$ cat config.mk
export PLATFORM = sky130hd
export DESIGN_NAME = lsu
export DESIGN_NICKNAME = d
export VERILOG_FILES = /design/src/rtl/lsu_pkg.sv /design/src/rtl/lsu_align.sv /design/src/rtl/lsu.sv
export SDC_FILE = /design/constraint.sdc
export NUM_CORES = 1
export LEC_CHECK = 0
export BUFFER_PORTS_ARGS = -buffer_cell sky130_fd_sc_hd__buf_2
export CORE_ASPECT_RATIO = 1.1
export CORE_UTILIZATION = 42
export CTS_CLUSTER_DIAMETER = 30
export CTS_CLUSTER_SIZE = 8
export DETAILED_ROUTE_END_ITERATION = 10
export PLACE_DENSITY_LB_ADDON = 0.1
export SYNTH_ARGS = -nofsm -noshare
export SYNTH_HDL_FRONTEND = slang
export SYNTH_HIERARCHICAL = 1
export SYNTH_SLANG_ARGS = --single-unit
$ cat constraint.sdc
create_clock -name clk -period 5.3 [get_ports clk]
set_input_delay 0 -clock clk [delete_from_list [all_inputs] [get_ports clk]]
set_output_delay 0 -clock clk [all_outputs]
set_load 0.03 [all_outputs]
$ cat src/rtl/lsu_pkg.sv
// Shared definitions for the load/store unit: RV32I funct3 size codes,
// the access-size enum, the FSM state enum and decode helpers.
package lsu_pkg;

    localparam logic [2:0] F3_B  = 3'b000;
    localparam logic [2:0] F3_H  = 3'b001;
    localparam logic [2:0] F3_W  = 3'b010;
    localparam logic [2:0] F3_BU = 3'b100;
    localparam logic [2:0] F3_HU = 3'b101;

    typedef enum logic [1:0] {
        SIZE_BYTE = 2'd0,
        SIZE_HALF = 2'd1,
        SIZE_WORD = 2'd2,
        SIZE_BAD  = 2'd3
    } lsu_size_e;

    typedef enum logic [1:0] {
        IDLE   = 2'd0,
        ACCESS = 2'd1,
        WRITE  = 2'd2,
        RESP   = 2'd3
    } lsu_state_e;

    // Unsigned variants only make sense for loads, so a store with
    // funct3[2] set decodes as illegal.
    function automatic lsu_size_e decode_size(input logic we, input logic [2:0] funct3);
        lsu_size_e size;
        case (funct3)
            F3_B:    size = SIZE_BYTE;
            F3_H:    size = SIZE_HALF;
            F3_W:    size = SIZE_WORD;
            F3_BU:   size = we ? SIZE_BAD : SIZE_BYTE;
            F3_HU:   size = we ? SIZE_BAD : SIZE_HALF;
            default: size = SIZE_BAD;
        endcase
        return size;
    endfunction

    // Halfwords need an even address, words a multiple of four.
    function automatic logic is_misaligned(input lsu_size_e size, input logic [1:0] lo);
        logic mis;
        case (size)
            SIZE_HALF: mis = lo[0];
            SIZE_WORD: mis = (lo != 2'b00);
            default:   mis = 1'b0;
        endcase
        return mis;
    endfunction

endpackage

$ cat src/rtl/lsu_align.sv
// Lane steering for the LSU: pulls the addressed byte/half out of a
// memory word with sign or zero extension, and builds the merged word
// for sub-word stores. Purely combinational.
module lsu_align
    import lsu_pkg::*;
(
    input  lsu_size_e   size,
    input  logic        is_unsigned,
    input  logic [1:0]  lane,
    input  logic [31:0] rdata,
    input  logic [31:0] wdata,
    output logic [31:0] load_data,
    output logic [31:0] merged
);

    logic [7:0]  byte_val;
    logic [15:0] half_val;

    // Select the addressed little-endian lane and extend it to 32 bits.
    always_comb begin
        case (lane)
            2'd0:    byte_val = rdata[7:0];
            2'd1:    byte_val = rdata[15:8];
            2'd2:    byte_val = rdata[23:16];
            default: byte_val = rdata[31:24];
        endcase
        half_val = lane[1] ? rdata[31:16] : rdata[15:0];
        case (size)
            SIZE_BYTE: load_data = {{24{~is_unsigned & byte_val[7]}}, byte_val};
            SIZE_HALF: load_data = {{16{~is_unsigned & half_val[15]}}, half_val};
            default:   load_data = rdata;
        endcase
    end

    // Replace only the target lane of the old word with the store data.
    always_comb begin
        merged = rdata;
        case (size)
            SIZE_BYTE: begin
                case (lane)
                    2'd0:    merged[7:0]   = wdata[7:0];
                    2'd1:    merged[15:8]  = wdata[7:0];
                    2'd2:    merged[23:16] = wdata[7:0];
                    default: merged[31:24] = wdata[7:0];
                endcase
            end
            SIZE_HALF: begin
                if (lane[1]) merged[31:16] = wdata[15:0];
                else         merged[15:0]  = wdata[15:0];
            end
            SIZE_WORD: merged = wdata;
            default:   merged = rdata;
        endcase
    end

endmodule

$ cat src/rtl/lsu.sv
// RV32I load/store unit in front of a word-wide memory. One op at a time:
// accept in IDLE, access memory in ACCESS (and WRITE for sub-word stores,
// which need a read-modify-write), then a single-cycle response in RESP.
module lsu
    import lsu_pkg::*;
#(
    parameter int ADDR_W = 32
) (
    input  logic              clk,
    input  logic              rst_n,
    input  logic              req_valid,
    output logic              req_ready,
    input  logic              req_we,
    input  logic [2:0]        req_funct3,
    input  logic [ADDR_W-1:0] req_addr,
    input  logic [31:0]       req_wdata,
    output logic              resp_valid,
    output logic [31:0]       resp_rdata,
    output logic              resp_err,
    output logic              mem_read,
    output logic              mem_write,
    output logic [ADDR_W-1:0] mem_addr,
    output logic [31:0]       mem_wdata,
    input  logic [31:0]       mem_rdata
);

    lsu_state_e        state;
    logic              we_q;
    logic [2:0]        funct3_q;
    logic [ADDR_W-1:0] addr_q;
    logic [31:0]       wdata_q;
    logic [31:0]       hold_q;
    logic              err_q;

    lsu_size_e         size_q;
    logic              bad_op;
    logic              rmw;
    logic [31:0]       load_data;
    logic [31:0]       merged;

    // Decode the captured request: access size, legality and whether a
    // store has to go through the read-modify-write path.
    always_comb begin
        size_q = decode_size(we_q, funct3_q);
        bad_op = (size_q == SIZE_BAD) || is_misaligned(size_q, addr_q[1:0]);
        rmw    = we_q && (size_q != SIZE_WORD);
    end

    lsu_align u_align (
        .size        (size_q),
        .is_unsigned (funct3_q[2]),
        .lane        (addr_q[1:0]),
        .rdata       (mem_rdata),
        .wdata       (wdata_q),
        .load_data   (load_data),
        .merged      (merged)
    );

    // Sequencer; hold_q carries the load result or the merged store word,
    // and is cleared whenever it must not show up on resp_rdata.
    always_ff @(posedge clk or negedge rst_n) begin
        if (!rst_n) begin
            state    <= IDLE;
            we_q     <= 1'b0;
            funct3_q <= 3'b000;
            addr_q   <= '0;
            wdata_q  <= 32'd0;
            hold_q   <= 32'd0;
            err_q    <= 1'b0;
        end else begin
            case (state)
                IDLE: begin
                    if (req_valid) begin
                        we_q     <= req_we;
                        funct3_q <= req_funct3;
                        addr_q   <= req_addr;
                        wdata_q  <= req_wdata;
                        state    <= ACCESS;
                    end
                end
                ACCESS: begin
                    if (bad_op) begin
                        err_q  <= 1'b1;
                        hold_q <= 32'd0;
                        state  <= RESP;
                    end else if (!we_q) begin
                        hold_q <= load_data;
                        state  <= RESP;
                    end else if (rmw) begin
                        hold_q <= merged;
                        state  <= WRITE;
                    end else begin
                        hold_q <= 32'd0;
                        state  <= RESP;
                    end
                end
                WRITE: begin
                    hold_q <= 32'd0;
                    state  <= RESP;
                end
                RESP: begin
                    hold_q <= 32'd0;
                    err_q  <= 1'b0;
                    state  <= IDLE;
                end
                default: state <= IDLE;
            endcase
        end
    end

    // Outputs are decoded from state only, so an asynchronous reset drops
    // the memory strobes immediately without waiting for a clock edge.
    always_comb begin
        req_ready  = (state == IDLE);
        resp_valid = 1'b0;
        resp_err   = 1'b0;
        resp_rdata = 32'd0;
        mem_read   = 1'b0;
        mem_write  = 1'b0;
        mem_addr   = '0;
        mem_wdata  = 32'd0;
        case (state)
            ACCESS: begin
                mem_addr = {addr_q[ADDR_W-1:2], 2'b00};
                if (!bad_op) begin
                    if (!we_q || rmw) begin
                        mem_read = 1'b1;
                    end else begin
                        mem_write = 1'b1;
                        mem_wdata = wdata_q;
                    end
                end
            end
            WRITE: begin
                mem_addr  = {addr_q[ADDR_W-1:2], 2'b00};
                mem_write = 1'b1;
                mem_wdata = hold_q;
            end
            RESP: begin
                resp_valid = 1'b1;
                resp_err   = err_q;
                resp_rdata = hold_q;
            end
            default: begin
            end
        endcase
    end

endmodule

Yosys cells after proc, flatten, opt, wreduce, memory -nomap -nowiden
Index checks and enable logic that the tools add are counted.

$add $sub $neg: 0. Multipliers: 0. Div/mod/pow operators: 0. Magnitude comparators: 0. Equality and inequality tests: 15. Shift operators: 0. Mux-type cells: 38. Bitwise gates (word level): 3. Reductions and logical operators: 16.

Operator list (number): two-way mux 32 bit (7); one-hot mux 32 bit (2 select lines) (3); one-hot mux 32 bit (3 select lines) (1); two-way mux 16 bit (3); two-way mux 8 bit (4); one-hot mux 8 bit (3 select lines) (1); two-way mux 1 bit (11); equality test 2 bit (second input constant) (5); one-hot mux 2 bit (5 select lines) (1); one-hot mux 2 bit (4 select lines) (1); equality test 2 x 1 -> 1 bit (second input constant) (3); equality test 3 bit (second input constant) (2); zero test 2 bit (3); two-way mux 2 bit (3); != test 2 bit (second input constant) (3); one-hot mux 1 bit (2 select lines) (3); nonzero test 2 bit (3); AND reduction 2 bit (2); OR reduction 2 bit (2); equality test 3 x 1 -> 1 bit (second input constant) (1); equality test 3 x 2 -> 1 bit (second input constant) (1); zero test 3 bit (1); OR reduction 3 bit (1); AND 1 bit (2); 4 further kinds (5).

Register bits after elaboration: 103. Latch bits: 0. RAM bits: 0. ROM bits: 0. Output and inout port bits: 101. Logic and storage cells: 79. Memories: 0.

Longest topological paths before layout
Gate-level depths: netlist of the first run.

Depth in word-level cells: 8. Depth in mapped cells: 12.

Cells and area by module
The synthesis of the first run kept the hierarchy.

Modules (own cells, without submodules): lsu (instances 1, cells an instance 510, area an instance 5515.3 um^2, sequential area each 2577.5 um^2); lsu_align (instances 1, cells an instance 235, area an instance 1642.8 um^2, sequential area each 0.0 um^2).

Worst setup path before layout of the first run
No wires, ideal clock.

Path type: register -> output. Start point: register we_q. End point: output port mem_wdata[10]. Arrival: 2355 ps. Data required time: 5300 ps. Setup slack: 2945 ps. Stages on the path, launching flop included: 9. Buffers on the path: 1. Cell sequence: dfrtp_1 > o21ai_0 > nor2b_1 > inv_1 > ha_1 > nand3b_1 > o2111ai_2 > buf_2 > o31ai_1.

Longest elaborated chain between the ends: 8. Elaborated cells on any way between the ends: 15. Those cells by class: 4 x eq/ne; 7 x mux; 4 x reduce/logical.

RTL lines: start: declaration (line lsu.sv:28) `logic we_q;`; start signal: assignment (line lsu.sv:74) `we_q <= req_we;`; two-way mux 2 bit (*) (line lsu_pkg.sv:33) `F3_BU: size = we ? SIZE_BAD : SIZE_BYTE;`; one-hot mux 2 bit (5 select lines) (*) (line lsu_pkg.sv:29) `case (funct3)`; named net size_q[0] (line lsu.sv:35) `lsu_size_e size_q;`; != test 2 bit (line lsu.sv:46) `rmw = we_q && (size_q != SIZE_WORD);`; logical AND 1 bit (line lsu.sv:46); logical OR 1 bit (line lsu.sv:126) `if (!we_q || rmw) begin`; two-way mux 32 bit (line lsu.sv:126); two-way mux 32 bit (*) (line lsu.sv:125) `if (!bad_op) begin`; one-hot mux 32 bit (2 select lines) (*) (line lsu.sv:122) `case (state)`; end: declaration (line lsu.sv:23) `output logic [31:0] mem_wdata,`.

The timed path passes the listed nets; every way through them passes the cells marked *.

Worst setup path after layout of the first run
Start point: register we_q. End point: register hold_q[26].

Elaborated cells on any way between the ends: 17. Those cells by class: 4 x eq/ne; 10 x mux; 3 x reduce/logical.

RTL lines: two-way mux 2 bit, on equally long branches (line lsu_pkg.sv:34, lsu_pkg.sv:33); one-hot mux 2 bit (5 select lines) (*) (line lsu_pkg.sv:29); named net size_q[1] (line lsu.sv:35); equality test 2 x 1 -> 1 bit / zero test 2 bit (equally long branches) (line lsu_align.sv:28) `case (size)`; one-hot mux 32 bit (2 select lines) (*) (line lsu_align.sv:28); named net load_data[26] (line lsu.sv:38) `logic [31:0] load_data;`; two-way mux 32 bit (*) (line lsu.sv:86) `end else if (!we_q) begin`; two-way mux 32 bit (*) (line lsu.sv:82) `if (bad_op) begin`; one-hot mux 32 bit (2 select lines) (*) (line lsu.sv:71) `case (state)`; end signal: assignment (line lsu.sv:87) `hold_q <= load_data;`; end signal: assignment (line lsu.sv:90) `hold_q <= merged;`; end: declaration (line lsu.sv:32) `logic [31:0] hold_q;`.

Marks and branches as above. A chain may end at the register's enable or synchronous reset.

==> flow_summary.toml, run 1 <==
[setup_path]
worstPathRequired_ps = 5520
path_common_cell = "a22oi_1"
r2r_end = "hold_q[26]$_DFFE_PN0N_"
path_delay_family = "compound AO/OA/AOI/OAI gates"
cp_num_cells = 8
worstPathMaxFanout = 32
crit_chain = "a21o_1 -> buf_4 -> nor3b_1 -> a22oi_1 -> and2_1 -> a21oi_1 -> a22oi_1 -> o31ai_2"
reg2regPathDepth = 8
path_buf_inv = 1
cp.arrival_ps = 3590
critPathMaxStageDelay_ps = 790
cp_slowest_cell = "a21o_1"
worst-setup-path-type = "flip-flop to flip-flop"
endpoint_kind = "flip-flop"
rr_startpoint = "we_q$_DFFE_PN0P_"
rrSetupSlack_ps = 1930
critPathLaunchType = "flip-flop"

[clock_network]
cts_num_sinks = 103
numCtsBuffers = 9
clk_latency_ps = 360
cts_setup_buffers = 0
h-tree-depth = 3
clockRootBuffer = "clkbuf_16"
cts_tree = "built"
clk_path_buf_depth = 2
path_clk_slew_ps = 80

[power]
p_leak_nw = 4.39
power_density_nw_per_um2 = 692
irDropWorstVdd_v = 0.000460

[synthesis]
synthAdderAreaFrac_pct = 1.22
ys_seq_area_share_pct = 36.0
async_flop_share_pct = 100
synth_top_family_by_area = "compound AO/OA/AOI/OAI gates"
synth_cells = 745
synth_area_leader_cell = "dfrtp_1"
synth_area_leaders = "dfrtp_1 (36%), mux2_2 (14%), and2_1 (5.8%)"
syn-cell-area_um2 = 7160
postSynthAreaPerCell_um2 = 9.61
synthSimpleGateAreaFrac_pct = 14.5
ys_seq_elements = 103
synth_xor_area_share_pct = 0
ys.warnings.count = 6
synth_edf_count = 0
synth.area.mux_share_pct = 16.1
yosysUniqueCellTypes = 55
synth-compound-area-share_pct = 23.8
ys.flop_type = "dfrtp_1"
yosysMostFrequentCell = "dfrtp_1"
synth_top_cells_by_count = "dfrtp_1 (103), nand2_1 (95), mux2_2 (87)"
synth_top_area_share_pct = 36.0

[cells_and_area]
antenna_cells = 0
area_delta_synth_final_pct = 27.8
nets = 1081
drive_gt1_share_pct = 37.1
design_area_um2 = 9150
fill_cells = 1492

[global_route]
grt_max_degree = 57
grt_util_all_layers_pct = 28.5
grt.overflow.total = 0
grt_first_pass_wirelength_um = 38600
grt_pass1_vias = 6787
antenna_found_initial = 0

[sta]
worst_pin_slew_ps = 1200
hold_ws_ps = 162
fmaxAchievable_mhz = 297
rsz0062_at_grt = "no"
fin_crit_ps = 3370
finalSetupViolations = 0
finalCritPeriodShare_pct = 63.6
maxSlewHeadroom_pct = 20.2
tns_ps = 0
hold_viol = 0
finClkSkew_ps = 9.27
slew_viol_final = 0

[flow_run]
maxCapViolations = 0

[floorplanning]
die_height_um = 139
core_um2 = 16500
die_area_um2 = 17600
start_util_pct = 43.4
io-pin-count = 204
rows = 49
die_w_um = 126

[route]
avgRoutedWirePerCell_um = 20.8
drtAntennaViolNets = 0
drc = 0
via_count = 6839
totalWireLength_um = 24600
via_per_inst = 5.80
drt_first_iter_violations = 533
dr.pass1.iters = 5

[run_status]
status = "finished, final reports clean"

[hold_path]
hp-class = "input pin to flip-flop"
hp-start = "mem_rdata[6]"
min_path_cells = 4
worstHoldEndpoint = "hold_q[6]$_DFFE_PN0N_"

[placement]
postPlaceCellArea_um2 = 8130
portBuffers = 201
hpwlAfterDp_um = 17500
place.gp.congestion = 0.911
report_power, final:
part	switching (mW)	internal, mW	leakage [nW]
Clock	0.323	0.388	0.149
Combinational	2.53	1.52	2.97
Sequential	0.442	1.12	1.27
Total	3.29	3.03	4.39
logic make-up after synthesis:
group | Yosys count
buffers and inverters | 123
AO/OA/AOI/OAI | 202
other | 1
AND/OR/NAND/NOR | 212
flip-flops | 103
multiplexers | 97
adder cells (fa/ha/maj) | 7
cell type report:
class,count,area (um^2),area share (%)
clock buffers,10,239,2.61
well taps,204,255,2.79
inverters,55,206,2.26
clock inverters,6,76.3,0.835
flip-flops and latches,103,2580,28.2
multi-input cells,520,4000,43.7
repair buffers,282,1790,19.6
how the worst max path moves through the flow:
stage                          from                      to  slack, ps
6_report           we_q$_DFFE_PN0P_  hold_q[26]$_DFFE_PN0N_       1930
5_1_grt            we_q$_DFFE_PN0P_  hold_q[26]$_DFFE_PN0N_       1680
4_1_cts        state[0]$_DFFE_PN0P_            mem_wdata[9]       1980
3_5_place_dp       we_q$_DFFE_PN0P_  hold_q[21]$_DFFE_PN0N_       2000
3_3_place_gp       we_q$_DFFE_PN0P_  hold_q[21]$_DFFE_PN0N_       2050
2_1_floorplan      we_q$_DFFE_PN0P_           mem_wdata[10]       2950
sequential cells by signal (all words and copies together), names as in the netlist:
register and flops:
addr_q 32, err_q 1, funct3_q 3, hold_q 32, state 2, wdata_q 32
we_q 1
tightest hold or removal path: cells and delay by family:
family | cells | cell delay (ps)
buffers and inverters | 1 | 110
AOI/OAI and AO/OA | 2 | 240
muxes | 1 | 140
layer usage:
layer  track usage (%)  vias up  share of wire [%]
met5                 0        -                  0
met2              46.8      323                 47
li1                  -     3120                  -
met3              5.21       43                7.6
met4              10.1        0                3.0
met1              37.5     3353                 42
layout by cell type (no fill, tap or decap), drive strengths merged, types with 26 or more instances in the layout:
cell type / n
mux2: 87
nor2: 26
a22oi: 35
dlygate4sd3: 70
nand2: 95
dfrtp: 103
o31ai: 72
buf: 212
and2: 66
inv: 58
what timing repair did:
item                      CTS  global route
gates resized for setup     0             0
hold buffers               70             0
hold endpoints to repair  116             0
per-stage QoR:
stage	utilization [%]	power, mW	setup WS (ps)	cells
2_1_floorplan	-	4.57	2950	746
3_3_place_gp	49.3	5.44	2050	1094
3_5_place_dp	49.3	5.53	2000	1094
4_1_cts	55.5	6.30	1980	1180
5_1_grt	55.5	6.70	1680	1180
6_report	55.5	6.33	1930	1180
No activity file was read; power rests on OpenSTA's default activity.
==> run 2, diff against run 1 <==
==> constraint.sdc (replaced) <==
create_clock -name clk -period 2.7 [get_ports clk]
set_input_delay 0 -clock clk [delete_from_list [all_inputs] [get_ports clk]]
set_output_delay 0 -clock clk [all_outputs]
set_load 0.03 [all_outputs]
==> flow_summary.toml, run 2 (synthesis results as in run 1) <==
[setup_path]
crit_chain = "buf_4 -> a21o_4 -> buf_4 -> ha_1 -> inv_1 -> o2111ai_4 -> buf_12 -> clkbuf_16 -> o31ai_1 -> buf_2"
endpoint_kind = "output port"
critPathLaunchType = "flip-flop"
critPathMaxStageDelay_ps = 390
r2r_end = "hold_q[21]$_DFFE_PN0N_"
reg2regPathDepth = 10
rrSetupSlack_ps = 300
cp.arrival_ps = 2580
path_common_cell = "buf_4"
path_delay_family = "buffers and inverters"
worst-setup-path-type = "flip-flop to output port"
path_buf_inv = 6
worstPathMaxFanout = 7
worstPathRequired_ps = 2700
cp_slowest_cell = "dfrtp_1"
rr_startpoint = "we_q$_DFFE_PN0P_"

[run_status]
status = "finished, final reports clean"

[clock_network]
clockRootBuffer = "clkbuf_16"
path_clk_slew_ps = 80
clk_path_buf_depth = 2
h-tree-depth = 3
clk_latency_ps = 350
cts_num_sinks = 103
numCtsBuffers = 9
cts_tree = "built"

[floorplanning]
die_area_um2 = 17600
die_height_um = 139
die_w_um = 126
io-pin-count = 204
rows = 49
start_util_pct = 43.4
core_um2 = 16500

[route]
drt_first_iter_violations = 630
drc = 0
via_count = 7045
totalWireLength_um = 26300
dr.pass1.iters = 6
via_per_inst = 5.80
avgRoutedWirePerCell_um = 21.7
drtAntennaViolNets = 0

[sta]
fmaxAchievable_mhz = 388
fin_crit_ps = 2580
hold_viol = 0
finalSetupViolations = 0
slew_viol_final = 0
worst_pin_slew_ps = 791
finClkSkew_ps = 12.3
maxSlewHeadroom_pct = 47.3
finalCritPeriodShare_pct = 95.4
rsz0062_at_grt = "no"
tns_ps = 0

[cells_and_area]
area_delta_synth_final_pct = 37.0
fill_cells = 1390
drive_gt1_share_pct = 41.9
nets = 1115
final_common_cell = "buf_2"
antenna_cells = 0
most-common-layout-cells = "buf_2 (175), dfrtp_1 (102), nand2_1 (94), mux2_2 (87), dlygate4sd3_1 (70)"
reg_top3 = "addr_q: 32 flops, hold_q: 32 flops, wdata_q: 32 flops"
design_area_um2 = 9810

[hold_path]
worstHoldEndpoint = "hold_q[20]$_DFFE_PN0N_"
hp-start = "mem_rdata[20]"
min_path_cells = 4
hp-class = "input pin to flip-flop"

[flow_run]
maxCapViolations = 0

[power]
p_leak_nw = 4.68
power_density_nw_per_um2 = 1380
irDropWorstVdd_v = 0.00100
power_mw = 13.6

[global_route]
grt.overflow.total = 0
antenna_found_initial = 0
grt_max_degree = 56
grt_pass1_vias = 6987
grt_first_pass_wirelength_um = 39900
grt_util_all_layers_pct = 29.3

[placement]
hpwlAfterDp_um = 18100
portBuffers = 201
place.gp.congestion = 0.883
postPlaceCellArea_um2 = 8350
[run 2: cell types whose count changed in the layout (fill, tap and decap cells not counted), moves of 2 or more]
cell        change
buf_12          +8
buf_2          -25
buf_4          +45
buf_6           +2
clkbuf_16       +3
clkinv_8        +2
clkinvlp_4      -2
o31ai_1        -20
o31ai_2        +19
[run 2: worst max path at each step]
| stage | slack (ps) | startpoint | end | cells after the start |
|---|---|---|---|---|
| after floorplan | 350 | we_q$_DFFE_PN0P_ | mem_wdata[10] | 8 |
| final | 120 | we_q$_DFFE_PN0P_ | mem_wdata[26] | 10 |
| after detailed placement | 170 | funct3_q[1]$_DFFE_PN0P_ | hold_q[3]$_DFFE_PN0N_ | 10 |
| after global routing | 10 | we_q$_DFFE_PN0P_ | mem_wdata[24] | 11 |
| after CTS | 5 | funct3_q[1]$_DFFE_PN0P_ | mem_wdata[19] | 10 |
| after global placement | 210 | funct3_q[1]$_DFFE_PN0P_ | hold_q[5]$_DFFE_PN0N_ | 10 |
[run 2: final cells by class]
cell class / count / area (um^2) / area share (%)
clock buffer: 9 / 225 / 2.30
clock inverter: 7 / 100 / 1.02
inverter: 55 / 209 / 2.13
multi-input combinational: 520 / 4160 / 42.4
sequential: 103 / 2580 / 26.3
tap: 204 / 255 / 2.60
timing repair buffer: 316 / 2280 / 23.2
[run 2: power breakdown]
part	switching [mW]	internal [mW]
combinational	5.42	3.70
sequential	0.823	2.21
clock	0.665	0.751
[run 2: stage by stage]
step	std cells	setup slack, ps	utilization, %	hold slack, ps
finish	1214	123	59.5	154
global route	1214	12.4	59.5	170
CTS	1201	4.92	57.2	145
detailed placement	1115	170	50.6	129
global placement	1115	212	50.6	125
floorplan	746	345	-	-296
[run 2: repair_timing]
action	4_1_cts	5_1_grt
endpoints found under the hold margin	123	0
setup endpoints to repair	33	39
cloned	0	5
gates resized for setup	16	52
setup buffers	0	8
pin swaps	0	3
hold buffers	70	0
[run 2: per-layer routing]
| layer | routed length [um] | share of wire (%) | GRT usage, % | vias up |
|---|---|---|---|---|
| met5 | 0 | 0 | 0 | - |
| met4 | 845 | 3.2 | 10.3 | 0 |
| met3 | 1780 | 6.8 | 4.13 | 65 |
| met2 | 12700 | 48 | 48.2 | 339 |
| met1 | 11000 | 42 | 39.4 | 3446 |
| li1 | - | - | - | 3195 |
[run 2: worst min-delay path, stage by stage]
cell     delay (ps)
buf_2           120
a21o_1          110
a22oi_1          70
o31ai_2         160
